**src/rtl/coord_plotter_pkg.sv**
```systemverilog
// coord_plotter_pkg
//   Shared constants and types for the 1-bpp framebuffer writer and its neighbours
//   (VGA scan stage, bench). The framebuffer is 640x480 pixels packed 32 per word,
//   and is addressed as bytes on BRAM port B.
//   Contents: screen geometry, framebuffer word count, address widths, the writer
//   FSM state encoding and the pixel-location record produced by coord_to_fbaddr.
package coord_plotter_pkg;

   localparam int H_RES    = 640;
   localparam int V_RES    = 480;
   localparam int FB_WORDS = 9600;   // 640*480/32
   localparam int WORD_AW  = 14;     // word index width
   localparam int BYTE_AW  = 16;     // BRAM byte address width
   localparam int PIX_AW   = 19;     // linear pixel index width
   localparam int X_W      = 11;     // signed Cartesian x
   localparam int Y_W      = 10;     // signed Cartesian y
   localparam int CR_W     = 12;     // signed screen column/row

   localparam logic [WORD_AW-1:0] LAST_WORD = WORD_AW'(FB_WORDS - 1);

   typedef enum logic [2:0] {
      ST_IDLE = 3'd0,
      ST_CALC = 3'd1,
      ST_RD   = 3'd2,
      ST_WAIT = 3'd3,
      ST_WR   = 3'd4,
      ST_CLR  = 3'd5
   } plot_state_e;

   typedef struct packed {
      logic               oob;      // point falls outside the visible frame
      logic [WORD_AW-1:0] word;     // framebuffer word holding the pixel
      logic [4:0]         bit_idx;  // pixel position inside that word
   } fb_loc_t;

   function automatic logic [BYTE_AW-1:0] word_to_byte_addr(input logic [WORD_AW-1:0] w);
      return {w, 2'b00};
   endfunction

endpackage

```
**src/rtl/coord_to_fbaddr.sv**
```systemverilog
// coord_to_fbaddr
//   Combinational map from a signed Cartesian point (origin at screen centre, +y up)
//   to a framebuffer word/bit, with an off-screen flag.
//   Ports:
//     coord_x  in  11  signed Cartesian x
//     coord_y  in  10  signed Cartesian y
//     loc      out     {oob, word, bit_idx}; word/bit_idx are meaningless when oob=1
module coord_to_fbaddr
   import coord_plotter_pkg::*;
#(
   parameter int X_ORIGIN = 320,
   parameter int Y_ORIGIN = 239
) (
   input  logic [X_W-1:0] coord_x,
   input  logic [Y_W-1:0] coord_y,
   output fb_loc_t        loc
);

   logic [CR_W-1:0]   col;
   logic [CR_W-1:0]   row;
   logic [PIX_AW-1:0] row_ext;
   logic [PIX_AW-1:0] pix_n;

   always_comb begin
      // Sign-extend into 12 bits; two's-complement arithmetic keeps the sign in bit 11.
      col = {coord_x[X_W-1], coord_x} + CR_W'(X_ORIGIN);
      row = CR_W'(Y_ORIGIN) - {{(CR_W-Y_W){coord_y[Y_W-1]}}, coord_y};

      // Negative values have bit 11 set; the magnitude checks cover the far edges.
      loc.oob = col[CR_W-1] || row[CR_W-1] ||
                (col[CR_W-2:0] >= 11'(H_RES)) || (row[CR_W-2:0] >= 11'(V_RES));

      // row*640 as two shifts; only meaningful when on-screen, where row < 480.
      row_ext = {10'd0, row[8:0]};
      pix_n   = (row_ext << 9) + (row_ext << 7) + {9'd0, col[9:0]};

      loc.word    = pix_n[PIX_AW-1:5];
      loc.bit_idx = pix_n[4:0];
   end

endmodule

```
**src/rtl/coord_plotter.sv**
```systemverilog
// coord_plotter
//   Writes single pixels into the 1-bpp framebuffer BRAM (port B) by read-modify-write,
//   and can zero the whole frame.
//   Ports:
//     clk_25MHz, reset           clock; asynchronous active-high reset
//     coord_valid/coord_ready    point request handshake
//     coord_x, coord_y           signed Cartesian point (11/10 bit)
//     coord_draw                 1 = set pixel, 0 = erase pixel
//     clear_req                  pulse: zero the entire framebuffer
//     busy                       FSM not idle
//     done                       pulse when a point or a clear completes
//     err_oob                    pulse when a point is dropped as off-screen
//     bram_en/we/addr/din        registered port-B controls (byte address, 32-bit word)
//     bram_dout                  port-B read data, READ_LAT cycles after a read
//
//   Handshake: a point transfers on a cycle where coord_valid && coord_ready. coord_ready
//   is high only in IDLE with no clear pending, so it does not depend on coord_valid.
//   Point fields are captured at transfer; later input changes are ignored.
module coord_plotter
   import coord_plotter_pkg::*;
#(
   parameter int X_ORIGIN = 320,
   parameter int Y_ORIGIN = 239,
   parameter int READ_LAT = 1
) (
   input  logic               clk_25MHz,
   input  logic               reset,
   input  logic               coord_valid,
   output logic               coord_ready,
   input  logic [X_W-1:0]     coord_x,
   input  logic [Y_W-1:0]     coord_y,
   input  logic               coord_draw,
   input  logic               clear_req,
   output logic               busy,
   output logic               done,
   output logic               err_oob,
   output logic               bram_en,
   output logic               bram_we,
   output logic [BYTE_AW-1:0] bram_addr,
   output logic [31:0]        bram_din,
   input  logic [31:0]        bram_dout
);

   localparam logic [1:0] WAIT_LAST = 2'(READ_LAT - 1);

   plot_state_e        state_q, state_d;
   logic               clr_pend_q, clr_pend_d;
   logic [X_W-1:0]     x_q, x_d;
   logic [Y_W-1:0]     y_q, y_d;
   logic               draw_q, draw_d;
   logic [4:0]         bit_q, bit_d;
   logic [1:0]         wait_cnt_q, wait_cnt_d;
   logic [WORD_AW-1:0] clr_cnt_q, clr_cnt_d;
   logic               bram_en_q, bram_en_d;
   logic               bram_we_q, bram_we_d;
   logic [BYTE_AW-1:0] bram_addr_q, bram_addr_d;
   logic [31:0]        bram_din_q, bram_din_d;
   logic               done_q, done_d;

   fb_loc_t            loc;
   logic [WORD_AW-1:0] clr_nxt;
   logic [31:0]        bit_mask;

   // Mapping works on the captured point, so its result is stable across CALC.
   coord_to_fbaddr #(
      .X_ORIGIN (X_ORIGIN),
      .Y_ORIGIN (Y_ORIGIN)
   ) u_addr (
      .coord_x (x_q),
      .coord_y (y_q),
      .loc     (loc)
   );

   assign coord_ready = (state_q == ST_IDLE) && !clr_pend_q;
   assign busy        = (state_q != ST_IDLE);
   assign done        = done_q;
   assign bram_en     = bram_en_q;
   assign bram_we     = bram_we_q;
   assign bram_addr   = bram_addr_q;
   assign bram_din    = bram_din_q;

   always_comb begin
      state_d     = state_q;
      clr_pend_d  = clr_pend_q | clear_req;
      x_d         = x_q;
      y_d         = y_q;
      draw_d      = draw_q;
      bit_d       = bit_q;
      wait_cnt_d  = wait_cnt_q;
      clr_cnt_d   = clr_cnt_q;
      bram_en_d   = 1'b0;
      bram_we_d   = 1'b0;
      bram_addr_d = bram_addr_q;
      bram_din_d  = 32'd0;
      done_d      = 1'b0;
      err_oob     = 1'b0;
      clr_nxt     = clr_cnt_q + WORD_AW'(1);
      bit_mask    = 32'd1 << bit_q;

      // Port-B controls are computed for the state being entered, so the
      // registered outputs line up with that state.
      unique case (state_q)
         ST_IDLE: begin
            if (clr_pend_q) begin
               state_d     = ST_CLR;
               clr_cnt_d   = '0;
               bram_en_d   = 1'b1;
               bram_we_d   = 1'b1;
               bram_addr_d = word_to_byte_addr('0);
            end else if (coord_valid) begin
               state_d = ST_CALC;
               x_d     = coord_x;
               y_d     = coord_y;
               draw_d  = coord_draw;
            end
         end

         ST_CALC: begin
            if (loc.oob) begin
               err_oob = 1'b1;
               state_d = ST_IDLE;
            end else begin
               state_d     = ST_RD;
               bit_d       = loc.bit_idx;
               bram_en_d   = 1'b1;
               bram_addr_d = word_to_byte_addr(loc.word);
            end
         end

         ST_RD: begin
            state_d    = ST_WAIT;
            wait_cnt_d = '0;
         end

         ST_WAIT: begin
            if (wait_cnt_q == WAIT_LAST) begin
               // bram_dout is valid this cycle; fold the pixel in as the write data.
               state_d    = ST_WR;
               bram_en_d  = 1'b1;
               bram_we_d  = 1'b1;
               bram_din_d = draw_q ? (bram_dout | bit_mask) : (bram_dout & ~bit_mask);
               done_d     = 1'b1;
            end else begin
               wait_cnt_d = wait_cnt_q + 2'd1;
            end
         end

         ST_WR: begin
            state_d = ST_IDLE;
         end

         ST_CLR: begin
            // Further clear requests during a clear are absorbed.
            clr_pend_d = 1'b1;
            if (clr_cnt_q == LAST_WORD) begin
               state_d    = ST_IDLE;
               clr_pend_d = 1'b0;
            end else begin
               clr_cnt_d   = clr_nxt;
               bram_en_d   = 1'b1;
               bram_we_d   = 1'b1;
               bram_addr_d = word_to_byte_addr(clr_nxt);
               done_d      = (clr_nxt == LAST_WORD);
            end
         end

         default: begin
            state_d = ST_IDLE;
         end
      endcase
   end

   always_ff @(posedge clk_25MHz or posedge reset) begin
      if (reset) begin
         state_q     <= ST_IDLE;
         clr_pend_q  <= 1'b0;
         x_q         <= '0;
         y_q         <= '0;
         draw_q      <= 1'b0;
         bit_q       <= '0;
         wait_cnt_q  <= '0;
         clr_cnt_q   <= '0;
         bram_en_q   <= 1'b0;
         bram_we_q   <= 1'b0;
         bram_addr_q <= '0;
         bram_din_q  <= '0;
         done_q      <= 1'b0;
      end else begin
         state_q     <= state_d;
         clr_pend_q  <= clr_pend_d;
         x_q         <= x_d;
         y_q         <= y_d;
         draw_q      <= draw_d;
         bit_q       <= bit_d;
         wait_cnt_q  <= wait_cnt_d;
         clr_cnt_q   <= clr_cnt_d;
         bram_en_q   <= bram_en_d;
         bram_we_q   <= bram_we_d;
         bram_addr_q <= bram_addr_d;
         bram_din_q  <= bram_din_d;
         done_q      <= done_d;
      end
   end

endmodule

```
**config.mk**
```make
export PLATFORM = sky130hd
export DESIGN_NAME = coord_plotter
export DESIGN_NICKNAME = d
export VERILOG_FILES = /design/src/rtl/coord_plotter_pkg.sv /design/src/rtl/coord_to_fbaddr.sv /design/src/rtl/coord_plotter.sv
export SDC_FILE = /design/constraint.sdc
export NUM_CORES = 1
export LEC_CHECK = 0
export ABC_CLOCK_PERIOD_IN_PS = 7470
export CAP_MARGIN = 40
export CORE_AREA = 8 8 126 128
export CTS_CLUSTER_SIZE = 12
export DETAILED_ROUTE_END_ITERATION = 10
export DIE_AREA = 0 0 134 136
export GPL_TIMING_DRIVEN = 0
export SLEW_MARGIN = 30
export SYNTH_ARGS = -nofsm -noshare
export SYNTH_HDL_FRONTEND = slang
export SYNTH_SLANG_ARGS = --single-unit
export TNS_END_PERCENT = 100
```
**constraint.sdc**
```tcl
create_clock -name clk_25MHz -period 7.47 [get_ports clk_25MHz]
set_clock_uncertainty 0.2 [all_clocks]
set_input_delay 2.241 -clock clk_25MHz [delete_from_list [all_inputs] [get_ports clk_25MHz]]
set_output_delay 2.241 -clock clk_25MHz [all_outputs]
set_load 0.02 [all_outputs]
```
---- Yosys cells after proc, flatten, opt, wreduce, memory -nomap -nowiden ----
Cells that the tools add are included.
word-level totals
  output and inout bits ................... 54
  word-level logic and storage cells ...... 87
  input port bits ......................... 58
  bits in registers ....................... 98
operators by class
  equal/unequal tests ..................... 13
  shift operators ......................... 1
  reductions and logical operators ........ 17
  add/subtract/negate cells ............... 6
  multiplexer cells ....................... 29
  order comparisons ....................... 2
  bitwise operators ....................... 6
operators by type and width
  kind                                                   number
  two-way mux 32 bit                                     3
  two-way mux 16 bit                                     3
  one-hot mux 16 bit (3 select lines)                    1
  AND 32 bit                                             1
  inverter 32 bit                                        1
  bitwise OR 32 bit                                      1
  << shifter 1 x 5 -> 32 bit, first input constant       1
  equality test 14 bit, second input constant            2
  two-way mux 14 bit                                     2
  one-hot mux 14 bit (2 select lines)                    1
  adder 18 x 16 -> 19 bit                                1
  adder 19 x 10 -> 19 bit                                1
  one-hot mux 3 bit (5 select lines)                     1
  adder 14 x 1 -> 14 bit, second input constant          1
  adder 11 x 10 -> 12 bit, second input constant         1
  two-way mux 3 bit                                      4
  inequality test 2 bit, second input constant           6
  >= comparator 11 x 10 -> 1 bit, second input constant  1
  >= comparator 11 x 9 -> 1 bit, second input constant   1
  subtractor 9 x 10 -> 11 bit, first input constant      1
  AND reduction 3 bit                                    3
  two-way mux 1 bit                                      8
  equality test 3 x 2 -> 1 bit, second input constant    2
  nonzero test 3 bit                                     2
  19 further kinds                                       25

---- Depth between registers and ports, before layout ----
Gate-level depths: netlist (run 1).
  word-level depth ........................ 6
  depth in mapped cells ................... 14
  gate-level depth less buffers ........... 14

---- Cells and area by module ----
A second synthesis (run 1) with hierarchy kept.
unflattened totals
  cell total of the unflattened synthesis .. 564
  area, all modules ....................... 5,427.7 um2
by module, submodules not included
  module           cells an instance  area an instance (um2)  times used  sequential area each (um2)
  coord_plotter    447                4,545.6                 1           2,402.3
  coord_to_fbaddr  117                882.1                   1           0.0

---- Worst setup path after synthesis (run 1) ----
Ideal clock, no wire load.
  path kind ............................... reg-to-output
  start ................................... reg y_q[4]
  end ..................................... out err_oob
  setup slack ............................. 3.239 ns
  data required time ...................... 5.029 ns
  stages on the path, launching flop included .. 7
  arrival time ............................ 1.790 ns
  path buffers ............................ 0
  cell sequence ........................... dfrtp_1 ha_1 a21boi_0 a21oi_1 o32ai_1 a211oi_4 nor2_1
between the ends
  longest elaborated chain between the ends .. 6
  elaborated cells between the ends (all ways) .. 7
  classes of those cells .................. add/sub: 1; order compare: 1; mux: 2; reduce/logical: 3
ends and longest elaborated chain
  item                                                                                   RTL line               source
  start: declaration                                                                     coord_plotter.sv:49    logic [Y_W-1:0] y_q, y_d;
  start signal: assignment                                                               coord_plotter.sv:192   y_q <= y_d;
  subtractor 9 x 10 -> 11 bit *                                                          coord_to_fbaddr.sv:27  row = CR_W'(Y_ORIGIN) - {{(CR_W-Y_W){coord_y[Y_W-1]}}, coord_y};
  parallel branches: the longest is 2 deep, another holds >= comparator 11 x 9 -> 1 bit  n/a
  logical OR 1 bit *                                                                     coord_to_fbaddr.sv:31  (col[CR_W-2:0] >= 11'(H_RES)) || (row[CR_W-2:0] >= 11'(V_RES));
  two-way mux 1 bit *                                                                    coord_plotter.sv:119   if (loc.oob) begin
  two-way mux 1 bit *                                                                    coord_plotter.sv:102   unique case (state_q)
  end: declaration                                                                       coord_plotter.sv:36    output logic err_oob,
Mark *: on every way between the ends.

---- Worst setup path in the final report (run 1) ----
Ends and elaborated chain as after synthesis.

==> results of run 1 <==
-- metal layers --
layer | vias up | part of all wire, % | routed length (um)
met4 | 0 | 1.0 | 148
li1 | 2254 | - | -
met2 | 141 | 48 | 7190
met1 | 2210 | 44 | 6560
met5 | - | 0 | 0
met3 | 12 | 6.4 | 955
-- worst paths after layout --
kind                                  to  slack, ns
max                              err_oob       2.18
min                         bram_addr[3]       0.29
max reg2reg                bram_addr[13]       4.10
min reg2reg                 bram_addr[3]       0.29
max in group asynchronous   clr_cnt_q[3]       4.38
min in group asynchronous    bram_din[3]       2.08
-- Yosys cell counts, types with 2 or more instances --
master	count
sky130_fd_sc_hd__dfrtp_1	96
sky130_fd_sc_hd__nand2_1	74
sky130_fd_sc_hd__nor2_1	51
sky130_fd_sc_hd__o21ai_0	49
sky130_fd_sc_hd__a21oi_1	39
sky130_fd_sc_hd__mux2_2	33
sky130_fd_sc_hd__ha_1	25
sky130_fd_sc_hd__inv_1	22
sky130_fd_sc_hd__clkbuf_1	20
sky130_fd_sc_hd__nand3_1	19
sky130_fd_sc_hd__xnor2_1	18
sky130_fd_sc_hd__nor3_1	11
sky130_fd_sc_hd__xor2_1	10
sky130_fd_sc_hd__buf_2	9
sky130_fd_sc_hd__mux2i_1	9
sky130_fd_sc_hd__a21o_1	7
sky130_fd_sc_hd__nand4_1	7
sky130_fd_sc_hd__o31ai_1	6
sky130_fd_sc_hd__a31oi_1	5
sky130_fd_sc_hd__nand2b_1	5
sky130_fd_sc_hd__nor2b_1	5
sky130_fd_sc_hd__and2_1	4
sky130_fd_sc_hd__buf_4	4
sky130_fd_sc_hd__o41ai_1	4
sky130_fd_sc_hd__and3_1	3
sky130_fd_sc_hd__nand3b_1	3
sky130_fd_sc_hd__nor3b_1	3
sky130_fd_sc_hd__nor4_1	3
sky130_fd_sc_hd__a22oi_1	2
sky130_fd_sc_hd__buf_1	2
sky130_fd_sc_hd__o21a_1	2
-- cell type report --
cell class | count | area share [%]
clock buffer | 9 | 3.18
tap | 184 | 3.25
sequential | 96 | 33.9
timing repair buffer | 111 | 15.9
inverter | 22 | 1.24
buffer | 36 | 2.38
clock inverter | 7 | 1.18
multi-input combinational | 427 | 39.0
-- per-stage QoR --
step	hold WS, ns	instances	setup slack [ns]	power [mW]	cell area (sq um)
detailed placement	0.279	876	2.54	1.39	6780
CTS	0.301	892	2.15	1.88	7090
global route	0.319	892	1.97	1.97	7090
global placement	0.272	874	1.03	1.37	6740
finish	0.294	892	2.18	1.85	7090
floorplan	0.279	581	2.52	1.10	5420
-- critical path, delay by kind of cell, from the launching register on --
family,cells,cell delay (ns)
AOI/OAI and AO/OA,4,0.93
adders and majority gates,1,0.30
buffers and inverters,1,0.61
DFF,1,0.52
and+or+nand+nor,1,0.13
-- cell families (layout without fill, tap and decap cells) --
kind of cell | Yosys count | count (layout) | share of synthesized area (%)
other | 1 | 2 | 0.0693
DFF | 96 | 96 | 44.4
and+or+nand+nor | 198 | 198 | 17.0
AOI/OAI and AO/OA | 131 | 131 | 14.7
adders and majority gates | 26 | 26 | 6.15
muxes | 42 | 42 | 8.53
xor gates and xnor gates | 28 | 28 | 4.53
buffers and inverters | 58 | 185 | 4.65
-- report_power, final --
group / internal (mW) / switching, mW / total, mW
Combinational: 0.303 / 0.443 / 0.746
Sequential: 0.590 / 0.0355 / 0.626
Clock: 0.266 / 0.216 / 0.482
-- state kept, by name, summed over array words and instances, names as in the netlist --
register,cells
bit_q,5
bram_addr,14
bram_din,32
bram_en,1
bram_we,1
clr_cnt_q,14
clr_pend_q,1
done,1
draw_q,1
state_q,3
wait_cnt_q,2
x_q,11
y_q,10
-- layout by cell type, fill, tap and decap left out, types with 5 or more instances in the layout --
cell type	count
sky130_fd_sc_hd__nand4_1	7
sky130_fd_sc_hd__xor2_1	10
sky130_fd_sc_hd__mux2i_1	9
sky130_fd_sc_hd__nor2_1	51
sky130_fd_sc_hd__nand2b_1	5
sky130_fd_sc_hd__a21oi_1	39
sky130_fd_sc_hd__ha_1	25
sky130_fd_sc_hd__buf_2	9
sky130_fd_sc_hd__clkbuf_16	9
sky130_fd_sc_hd__dfrtp_1	96
sky130_fd_sc_hd__clkdlybuf4s50_1	109
sky130_fd_sc_hd__o31ai_1	6
sky130_fd_sc_hd__buf_4	5
sky130_fd_sc_hd__mux2_2	33
sky130_fd_sc_hd__clkbuf_1	20
sky130_fd_sc_hd__inv_1	21
sky130_fd_sc_hd__xnor2_1	18
sky130_fd_sc_hd__nand2_1	74
sky130_fd_sc_hd__nand3_1	19
sky130_fd_sc_hd__nor2b_1	5
sky130_fd_sc_hd__a31oi_1	5
sky130_fd_sc_hd__a21o_1	7
sky130_fd_sc_hd__o21ai_0	49
sky130_fd_sc_hd__nor3_1	11
==> impl_metrics.prom, run 1 <==
# TYPE chip_impl_metric gauge
chip_impl_metric{name="floorplan.rows",unit=""} 44
chip_impl_info{name="critPathLaunch",value="y_q[4]"} 1
chip_impl_metric{name="yosysTopAreaCellShare",unit="%"} 44.4
chip_impl_info{name="criticalPathCategory",value="reg -> out"} 1
chip_impl_metric{name="count_of_hold_fix_buffers_inserted_at_cts",unit=""} 0
chip_impl_metric{name="powerDensity",unit="nW/um^2"} 262
chip_impl_metric{name="crit_required",unit="ns"} 5.03
chip_impl_metric{name="synth_async_sr_flop_share",unit="%"} 100
chip_impl_metric{name="clock_sinks",unit=""} 96
chip_impl_info{name="path_cells",value="ha_1 > a21boi_0 > a21oi_1 > o32ai_1 > a211oi_4 > nor2_1 > clkdlybuf4s50_1"} 1
chip_impl_metric{name="clk-insertion-delay-late",unit="ns"} 0.35
chip_impl_metric{name="postRouteAntennaNets",unit=""} 0
chip_impl_info{name="worst_r2r_startpoint",value="x_q[6]"} 1
chip_impl_metric{name="finalCriticalPeriod",unit="ns"} 5.29
chip_impl_metric{name="drcViolationCount",unit=""} 0
chip_impl_metric{name="syn-mean-instance-area",unit="sq um"} 9.33
chip_impl_metric{name="yosysWarningCount",unit=""} 0
chip_impl_metric{name="maximum_number_of_pins_on_one_net_before_global_route_repair",unit=""} 52
chip_impl_metric{name="grt_pass1_wl",unit="um"} 24200
chip_impl_info{name="clock-root-buffer",value="sky130_fd_sc_hd__clkbuf_16"} 1
chip_impl_metric{name="critPathArrivalTime",unit="ns"} 2.85
chip_impl_metric{name="fp.coreArea",unit="sq um"} 14000
chip_impl_metric{name="leakage",unit="nW"} 3.05
chip_impl_metric{name="clock_transition_at_path_regs",unit="ns"} 0.07
chip_impl_metric{name="post_synth_edffs",unit=""} 0
chip_impl_metric{name="dieWidth",unit="um"} 134
chip_impl_info{name="rsz0062_at_grt",value="no"} 1
chip_impl_metric{name="timing.slew.headroom",unit="%"} 53.9
chip_impl_metric{name="combined_area_of_the_multi_input_logic_cells",unit="sq um"} 2760
chip_impl_metric{name="drive_gt1_share",unit="%"} 10.9
chip_impl_metric{name="number_of_distinct_library_cells_after_synthesis",unit=""} 61
chip_impl_metric{name="htree_levels",unit=""} 3
chip_impl_metric{name="track_usage",unit="%"} 16.8
chip_impl_metric{name="final-setup-viol-count",unit=""} 0
chip_impl_metric{name="max-clock-path-buffers",unit=""} 2
chip_impl_metric{name="detailedRoute.firstPassIterationCount",unit=""} 6
chip_impl_info{name="worst_setup_path_end_kind",value="output port"} 1
chip_impl_metric{name="use_met1",unit="%"} 20.9
chip_impl_metric{name="n_fill_cell",unit=""} 1292
chip_impl_metric{name="wl_per_cell",unit="um"} 16.7
chip_impl_metric{name="seq_area_frac_synth",unit="%"} 44.4
chip_impl_metric{name="timing_max_transition_violations_final",unit=""} 0
chip_impl_metric{name="max-vdd-ir-drop",unit="mV"} 0.115
chip_impl_info{name="netlist_top_cells_area",value="sky130_fd_sc_hd__dfrtp_1, sky130_fd_sc_hd__mux2_2, sky130_fd_sc_hd__ha_1"} 1
chip_impl_metric{name="globalRouteMet3Util",unit="%"} 4.18
chip_impl_metric{name="io_buffer_count",unit=""} 109
chip_impl_metric{name="worst-r2r-cell-count",unit=""} 13
chip_impl_metric{name="ys_seq_elements",unit=""} 96
chip_impl_metric{name="cap_violations",unit=""} 0
chip_impl_metric{name="fmax",unit="MHz"} 189
chip_impl_metric{name="totalWireLength",unit="um"} 14900
chip_impl_metric{name="place_congestion",unit=""} 0.871
chip_impl_info{name="crit_path_top_delay_cell",value="sky130_fd_sc_hd__clkdlybuf4s50_1"} 1
chip_impl_metric{name="route.detailed.vias_per_inst",unit=""} 5.18
chip_impl_metric{name="grt_pass1_vias",unit=""} 4601
chip_impl_info{name="hold_path.class",value="reg -> reg"} 1
chip_impl_metric{name="syn_inst",unit=""} 580
chip_impl_metric{name="initial_utilization",unit="%"} 38.6
chip_impl_metric{name="timing.setup.tns",unit="ns"} 0
chip_impl_metric{name="worstHoldPathCells",unit=""} 2
chip_impl_metric{name="utilization",unit="%"} 50.5
chip_impl_metric{name="diodes_inserted",unit=""} 0
chip_impl_metric{name="path_max_fanout",unit=""} 10
chip_impl_info{name="synthDominantAreaCellType",value="sky130_fd_sc_hd__dfrtp_1"} 1
chip_impl_metric{name="timing_worst_slew_pin_value",unit="ns"} 0.686
chip_impl_metric{name="crit_path_max_incr_delay",unit="ns"} 0.61
chip_impl_info{name="ys.flop_type",value="sky130_fd_sc_hd__dfrtp_1"} 1
chip_impl_metric{name="gr-total-overflow",unit=""} 0
chip_impl_metric{name="post_cts.resized_instances",unit=""} 0
chip_impl_metric{name="die_h",unit="um"} 136
chip_impl_metric{name="cts_inserted_buffers",unit=""} 9
chip_impl_metric{name="finish.net_count",unit=""} 787
chip_impl_metric{name="footprint_of_the_flip_flops_and_latches",unit="sq um"} 2400
chip_impl_metric{name="met2_track_demand_over_resource",unit="%"} 28.6
chip_impl_info{name="hp-start",value="bram_addr[3]"} 1
chip_impl_info{name="grt.busiest_layer",value="met2"} 1
chip_impl_info{name="cts_tree",value="done"} 1
chip_impl_metric{name="cts_setup_buffers",unit=""} 0
chip_impl_metric{name="grt_antenna_before_repair",unit=""} 0
chip_impl_info{name="start_kind",value="flip-flop"} 1
chip_impl_metric{name="design.portCount",unit=""} 112
chip_impl_metric{name="timing_hold_violations_final",unit=""} 0
chip_impl_metric{name="timing.final.crit_share",unit="%"} 70.8
chip_impl_info{name="status",value="completed"} 1
chip_impl_metric{name="area_delta_synth_final",unit="%"} 30.9
chip_impl_metric{name="die-area",unit="sq um"} 18200
chip_impl_metric{name="drt_iter0_markers",unit=""} 234
chip_impl_metric{name="vias",unit=""} 4617
chip_impl_metric{name="dp_hpwl",unit="um"} 11500
chip_impl_metric{name="syn-cell-area",unit="sq um"} 5410
No activity file was read; power rests on OpenSTA's default activity.
==> run 2, diff against run 1 <==
- ABC_CLOCK_PERIOD_IN_PS: 7470 -> 4900
- clock period: 7.47 -> 4.9 ns (I/O delays scaled with it)
==> results of run 2 <==
The final DEF is identical to that of run 1. Status: completed.
Main changes from that run: setup slack after placement 2.54 ns -> 0.739 ns; setup slack after layout 2.18 ns -> 0.382 ns; register-to-register setup slack 4.10 ns -> 1.53 ns; total power 1.85 mW -> 2.83 mW; worst IR drop on VDD 0.115 mV -> 0.175 mV
==> run 3, diff against run 2 <==
- HOLD_SLACK_MARGIN: unset -> 0.15
==> results of run 3 <==
The final DEF is identical to that of run 1. Status: completed.
Main changes from that run: setup slack after placement 2.54 ns -> 0.739 ns; setup slack after layout 2.18 ns -> 0.382 ns; register-to-register setup slack 4.10 ns -> 1.53 ns; total power 1.85 mW -> 2.83 mW; worst IR drop on VDD 0.115 mV -> 0.175 mV
